**config.mk**
```make
export PLATFORM = sky130hd
export DESIGN_NAME = register_file_rename
export DESIGN_NICKNAME = d
export VERILOG_FILES = /design/src/rtl/register_file_rename.sv
export SDC_FILE = /design/constraint.sdc
export NUM_CORES = 2
export LEC_CHECK = 0
export BUFFER_PORTS_ARGS = -buffer_cell sky130_fd_sc_hd__buf_2
export CORE_MARGIN = 2
export CORE_UTILIZATION = 40
export DETAILED_ROUTE_END_ITERATION = 16
export SLEW_MARGIN = 25
export SYNTH_ARGS = -nofsm -noshare
export SYNTH_HDL_FRONTEND = slang
export SYNTH_SLANG_ARGS = --single-unit
```
**constraint.sdc**
```tcl
create_clock -name clockIn -period 56.9 [get_ports clockIn]
set_input_delay 11.38 -clock clockIn [delete_from_list [all_inputs] [get_ports clockIn]]
set_output_delay 11.38 -clock clockIn [all_outputs]
set_load 0.02 [all_outputs]
```
**src/rtl/register_file_rename.sv**
```systemverilog
// register_file_rename: architectural register file with per-register rename
// tags. It takes in-order commit writes from the ROB and records which ROB
// entry will produce each register. Each source operand resolves to one of
// three things: the committed value, a value forwarded from the ROB, or a
// dependency tag.
// Optional trace output is enabled with the REG_FILE_TRACE_EN macro.

// One source-operand resolver. It is instantiated once per read port.
module registerReadPort #(
    parameter int ROB_WIDTH = 4,
    parameter int IDX_W     = 5
) (
    input  logic [IDX_W-1:0]     srcIndex,
    input  logic                 entryBusy,
    input  logic [ROB_WIDTH-1:0] entryTag,
    input  logic [31:0]          entryValue,
    input  logic                 commitValid,
    input  logic [IDX_W-1:0]     commitDest,
    input  logic [ROB_WIDTH-1:0] commitRobId,
    input  logic [31:0]          commitValue,
    input  logic                 robReady,
    input  logic [31:0]          robValue,
    output logic                 srcReady,
    output logic [31:0]          srcValue,
    output logic [ROB_WIDTH-1:0] srcDep,
    output logic [ROB_WIDTH-1:0] robDep
);
    logic commitHit;
    assign commitHit = commitValid && (commitDest == srcIndex) && (commitRobId == entryTag);

    // The ROB lookup always uses the recorded tag, so the ROB sees a stable
    // request whichever branch of the priority chain below is taken.
    assign robDep = entryTag;

    // Priority: x0, then the committed value, then the commit bypass, then
    // the ROB forward, and finally the dependency tag.
    always_comb begin
        srcReady = 1'b1;
        srcValue = '0;
        srcDep   = '0;
        if (srcIndex == '0) begin
            srcReady = 1'b1;
        end else if (!entryBusy) begin
            srcValue = entryValue;
        end else if (commitHit) begin
            srcValue = commitValue;
        end else if (robReady) begin
            srcValue = robValue;
        end else begin
            srcReady = 1'b0;
            srcDep   = entryTag;
        end
    end
endmodule

module register_file_rename #(
    parameter int ROB_WIDTH = 4,
    parameter int REG_COUNT = 32,
    parameter int IDX_W     = $clog2(REG_COUNT)
) (
    input  logic                 clockIn,
    input  logic                 resetIn,
    input  logic                 clear,
    input  logic                 commitValid,
    input  logic [IDX_W-1:0]     commitDest,
    input  logic [31:0]          commitValue,
    input  logic [ROB_WIDTH-1:0] commitRobId,
    input  logic                 renameValid,
    input  logic [IDX_W-1:0]     renameDest,
    input  logic [ROB_WIDTH-1:0] renameRobId,
    input  logic [IDX_W-1:0]     rs1Index,
    input  logic [IDX_W-1:0]     rs2Index,
    output logic [ROB_WIDTH-1:0] robRs1Dep,
    input  logic                 robRs1Ready,
    input  logic [31:0]          robRs1Value,
    output logic [ROB_WIDTH-1:0] robRs2Dep,
    input  logic                 robRs2Ready,
    input  logic [31:0]          robRs2Value,
    output logic                 rs1Ready,
    output logic [31:0]          rs1Value,
    output logic [ROB_WIDTH-1:0] rs1Dep,
    output logic                 rs2Ready,
    output logic [31:0]          rs2Value,
    output logic [ROB_WIDTH-1:0] rs2Dep
);
    localparam int NUM_SRC = 2;

    logic [REG_COUNT-1:0][31:0]          valueQ;
    logic [REG_COUNT-1:0]                busyQ;
    logic [REG_COUNT-1:0][ROB_WIDTH-1:0] tagQ;

    logic commitWr;
    logic renameWr;
    assign commitWr = commitValid && (commitDest != '0);
    assign renameWr = renameValid && !clear && (renameDest != '0);

    // Commits always write the value, even to a register that a younger
    // producer already owns.
    always_ff @(posedge clockIn or posedge resetIn) begin
        if (resetIn) valueQ <= '0;
        else if (commitWr) valueQ[commitDest] <= commitValue;
    end

    // Busy and tag update. A commit releases the register only if it is the
    // current owner. A rename in the same cycle overrides the commit, and a
    // clear drops all ownership while keeping the tags.
    always_ff @(posedge clockIn or posedge resetIn) begin
        if (resetIn) begin
            busyQ <= '0;
            tagQ  <= '0;
        end else if (clear) begin
            busyQ <= '0;
        end else begin
            if (commitWr && busyQ[commitDest] && (tagQ[commitDest] == commitRobId))
                busyQ[commitDest] <= 1'b0;
            if (renameWr) begin
                busyQ[renameDest] <= 1'b1;
                tagQ[renameDest]  <= renameRobId;
            end
        end
    end

    logic [NUM_SRC-1:0][IDX_W-1:0]     srcIndex;
    logic [NUM_SRC-1:0]                srcRobReady;
    logic [NUM_SRC-1:0][31:0]          srcRobValue;
    logic [NUM_SRC-1:0]                srcReady;
    logic [NUM_SRC-1:0][31:0]          srcValue;
    logic [NUM_SRC-1:0][ROB_WIDTH-1:0] srcDep;
    logic [NUM_SRC-1:0][ROB_WIDTH-1:0] srcRobDep;

    assign srcIndex    = {rs2Index, rs1Index};
    assign srcRobReady = {robRs2Ready, robRs1Ready};
    assign srcRobValue = {robRs2Value, robRs1Value};

    for (genvar s = 0; s < NUM_SRC; s++) begin : gPort
        registerReadPort #(.ROB_WIDTH(ROB_WIDTH), .IDX_W(IDX_W)) uPort (
            .srcIndex    (srcIndex[s]),
            .entryBusy   (busyQ[srcIndex[s]]),
            .entryTag    (tagQ[srcIndex[s]]),
            .entryValue  (valueQ[srcIndex[s]]),
            .commitValid (commitValid),
            .commitDest  (commitDest),
            .commitRobId (commitRobId),
            .commitValue (commitValue),
            .robReady    (srcRobReady[s]),
            .robValue    (srcRobValue[s]),
            .srcReady    (srcReady[s]),
            .srcValue    (srcValue[s]),
            .srcDep      (srcDep[s]),
            .robDep      (srcRobDep[s])
        );
    end

    assign rs1Ready  = srcReady[0];
    assign rs1Value  = srcValue[0];
    assign rs1Dep    = srcDep[0];
    assign robRs1Dep = srcRobDep[0];
    assign rs2Ready  = srcReady[1];
    assign rs2Value  = srcValue[1];
    assign rs2Dep    = srcDep[1];
    assign robRs2Dep = srcRobDep[1];

`ifdef REG_FILE_TRACE_EN
    // Simulation trace of accepted commits and flushes.
    always @(posedge clockIn) begin
        if (!resetIn && commitWr)
            $display("REG: x%0d <= %h (rob %0d)", commitDest, commitValue, commitRobId);
        if (!resetIn && clear)
            $display("REG: flush");
    end
`endif
endmodule

```
==> flow_metrics.env <==
export IMPL_cp_start_kind="input port"
export IMPL_syn2layout_area_growth_pct=10.7
export IMPL_p_leak_uw=0.0315
export IMPL_r2r_setup_slack_ns=53.45
export IMPL_worstReg2RegStart="tagQ[109]"
export IMPL_post_cts_buffers=0
export IMPL_setup_viol=0
export IMPL_cts_made_buffers=132
export IMPL_dieArea_um2=172000
export IMPL_grt_pass1_vias=47200
export IMPL_synth_common_cells="dfrtp_1 (1184), mux2_2 (1092), mux4_2 (549)"
export IMPL_synth_top_flop_cell="dfrtp_1"
export IMPL_drv_cap=0
export IMPL_die_w_um=414
export IMPL_clock_latency_ns=0.80
export IMPL_cts_root_buf="clkbuf_16"
export IMPL_max_slew_margin_pct=20.1
export IMPL_cp_common_cell="buf_4"
export IMPL_synth_cell_type_count=76
export IMPL_drive_above_1_share_pct=46.1
export IMPL_grt_remaining_overflow=0
export IMPL_syn_area_um2=67300
export IMPL_slowest_stage="buf_4"
export IMPL_synth_area_per_cell_um2=13.7
export IMPL_r2r_worst_path_cells=7
export IMPL_rows=150
export IMPL_irDropWorstVdd_uv=33.2
export IMPL_drtIter0Drc=5410
export IMPL_drc=0
export IMPL_hpwl_um=141000
export IMPL_grt_max_degree=161
export IMPL_ant_nets=0
export IMPL_grt_antenna_before_repair=7
export IMPL_fill_cells=14900
export IMPL_wirelength_um=246000
export IMPL_finalSetupTns_ns=0
export IMPL_clock_skew_ns=0.0175
export IMPL_synth_top_area_share_pct=44.0
export IMPL_synthCells=4911
export IMPL_worstReg2RegEnd="busyQ[7]"
export IMPL_gp_congestion=0.921
export IMPL_synthesis_nets=5042
export IMPL_fin_crit_ns=27.80
export IMPL_min_path_type="reg2reg"
export IMPL_yosysSeqAreaShare_pct=44.0
export IMPL_clkSinkCount=1184
export IMPL_core_area_um2=167000
export IMPL_worst_setup_path_type="in2out"
export IMPL_min_from="valueQ[18]"
export IMPL_dpl_cell_count=6881
export IMPL_grtUsageTotal_pct=28.3
export IMPL_period_share_pct=48.9
export IMPL_status="complete, no violations"
export IMPL_path_cells="buf_8 -> buf_4 -> buf_4 -> buf_4 -> mux4_2 -> mux4_2 -> mux2_2 -> o21ai_0 -> a31oi_1 -> buf_2"
export IMPL_cts_tree="done"
export IMPL_hold_violations=0
export IMPL_ys_warn_count=0
export IMPL_fin_nets=4944
export IMPL_firstDrtPassIters=5
export IMPL_clk_pin_slew_ns=0.06
export IMPL_rsz0062_at_grt="false"
export IMPL_fin_cells=7123
export IMPL_power_uw=2530
export IMPL_via_count=47200
export IMPL_fmax_mhz=36.0
export IMPL_cts_hold_buf=0
export IMPL_synth_area_top_cells="dfrtp_1 (44%), mux4_2 (18%), mux2_2 (18%), mux2i_1 (4.2%), clkbuf_1 (2.1%)"
export IMPL_place_port_buffers=212
export IMPL_cp_buffers_inverters=5
export IMPL_worstHoldEndpoint="valueQ[18]"
export IMPL_crit_family="buffers and inverters"
export IMPL_cts_resized=0
export IMPL_report_final_slew_viol_count=0
export IMPL_synth_largest_area_cell="dfrtp_1"
export IMPL_worstHoldPathCells=0
export IMPL_initial_utilization_pct=40.3
export IMPL_worst_endpoint_required_ns=45.52
export IMPL_crit_path_end_kind="output pin"
export IMPL_htreeDepth=4
export IMPL_wire_per_inst_um=34.5
export IMPL_worstPathMaxFanout=66
export IMPL_cts_path_max_buffers=3
export IMPL_postSynth_asyncResetShare_pct=100
export IMPL_ys_ff_latch=1184
export IMPL_die_h_um=414
export IMPL_io_pins=213
export IMPL_critPathArrivalTime_ns=16.42
export IMPL_worstMarginPinSlew_ns=1.19
export IMPL_viasPerCell=6.62
export IMPL_synth_edff_count=0
export IMPL_grt_first_pass_wirelength_um=353000
export IMPL_synth_most_common_cell="dfrtp_1"
export IMPL_powerDensity_nw_per_um2=34.0
export IMPL_critPathMaxStageDelay_ns=0.83
-- layer usage --
metal	vias up	wire length [µm]	track usage (%)
met5	-	22	0
met4	4	17000	17.2
met3	697	20700	5.93
met2	2473	114000	44.1
met1	25200	94100	36.4
li1	18800	-	-
-- worst register-to-register path, stage by stage (launching register included) --
cell and delay, ns:
dfrtp_1 0.41, mux4_2 0.53, a22oi_1 0.26, nand4_1 0.17, xnor2_1 0.17, nand3_1 0.61
nor3_2 0.93, a31oi_1 0.21
-- registers in the layout (all words and copies together), names as in the netlist --
register,flops
busyQ,32
tagQ,128
valueQ,1024
-- per-stage QoR --
step | setup WS (ns) | hold slack, ns | instance area, µm² | utilization [%]
after detailed placement | 29.11 | 0.385 | 70000 | 41.9
after global routing | 28.84 | 0.401 | 74500 | 44.6
after global placement | 29.14 | 0.376 | 69900 | 41.8
final | 29.10 | 0.396 | 74500 | 44.6
after CTS | 29.10 | 0.398 | 74400 | 44.5
after floorplan | 12.17 | 0.441 | 67300 | -
-- cells in the final DEF (no fill, tap or decap), types with 14 or more instances in the layout --
cell and count:
a41oi_1 36, mux2i_1 279, and3_1 15, a211oi_1 23
nand4_1 30, a221oi_1 40, o2111ai_1 21, nor2b_1 14
nand2_1 196, a31oi_1 48, mux4_2 549, o31ai_1 51
clkbuf_8 31, nor2_4 24, nor2_1 43, nand3_1 49
and2_1 34, buf_2 202, nor3_1 44, inv_1 14
clkbuf_1 28, clkbuf_16 135, dfrtp_1 1184, buf_4 109
o21ai_0 121, clkinv_2 19, a22oi_1 76, mux2_2 1092
a21oi_1 104, o211ai_1 56, nor4_1 21
-- area by class of cell --
cell class | count | area (µm²) | area share [%]
Sequential cell | 1184 | 29600 | 39.8
Inverter | 17 | 73.8 | 0.0991
Clock inverter | 44 | 504 | 0.677
Clock buffer | 194 | 3910 | 5.25
Tap cell | 2204 | 2760 | 3.70
Multi-Input combinational cell | 3148 | 35400 | 47.5
Antenna cell | 2 | 5.00 | 0.00672
Timing Repair Buffer | 330 | 2200 | 2.95
-- how the worst max path moves through the flow --
stage | from | endpoint | slack, ns | cells past startpoint
6_report | rs1Index[0] | rs1Value[0] | 29.10 | 10
5_1_grt | rs1Index[0] | rs1Value[0] | 28.84 | 10
4_1_cts | rs1Index[0] | rs1Value[0] | 29.10 | 10
3_5_place_dp | rs1Index[0] | rs1Value[0] | 29.11 | 10
3_3_place_gp | rs1Index[0] | rs1Value[0] | 29.14 | 10
2_1_floorplan | resetIn | busyQ[0] | 12.17 | 1
-- report_power, final --
group	leakage [µW]	switching (µW)	internal (µW)
Clock	0.00217	371	514
Sequential	0.0153	112	992
Combinational	0.0140	255	290
Total	0.0315	737	1800
-- kinds of logic (layout without fill, tap and decap cells) --
family | count (synthesis) | after routing | synth area share [%]
mux | 1931 | 1931 | 41.0
flops | 1184 | 1184 | 44.0
compound gates | 646 | 646 | 6.63
buf+inv | 579 | 585 | 3.99
simple gates | 553 | 553 | 4.10
xor+xnor | 18 | 18 | 0.245
other cells | 0 | 2 | 0
Power figures use the tool's default switching activity.
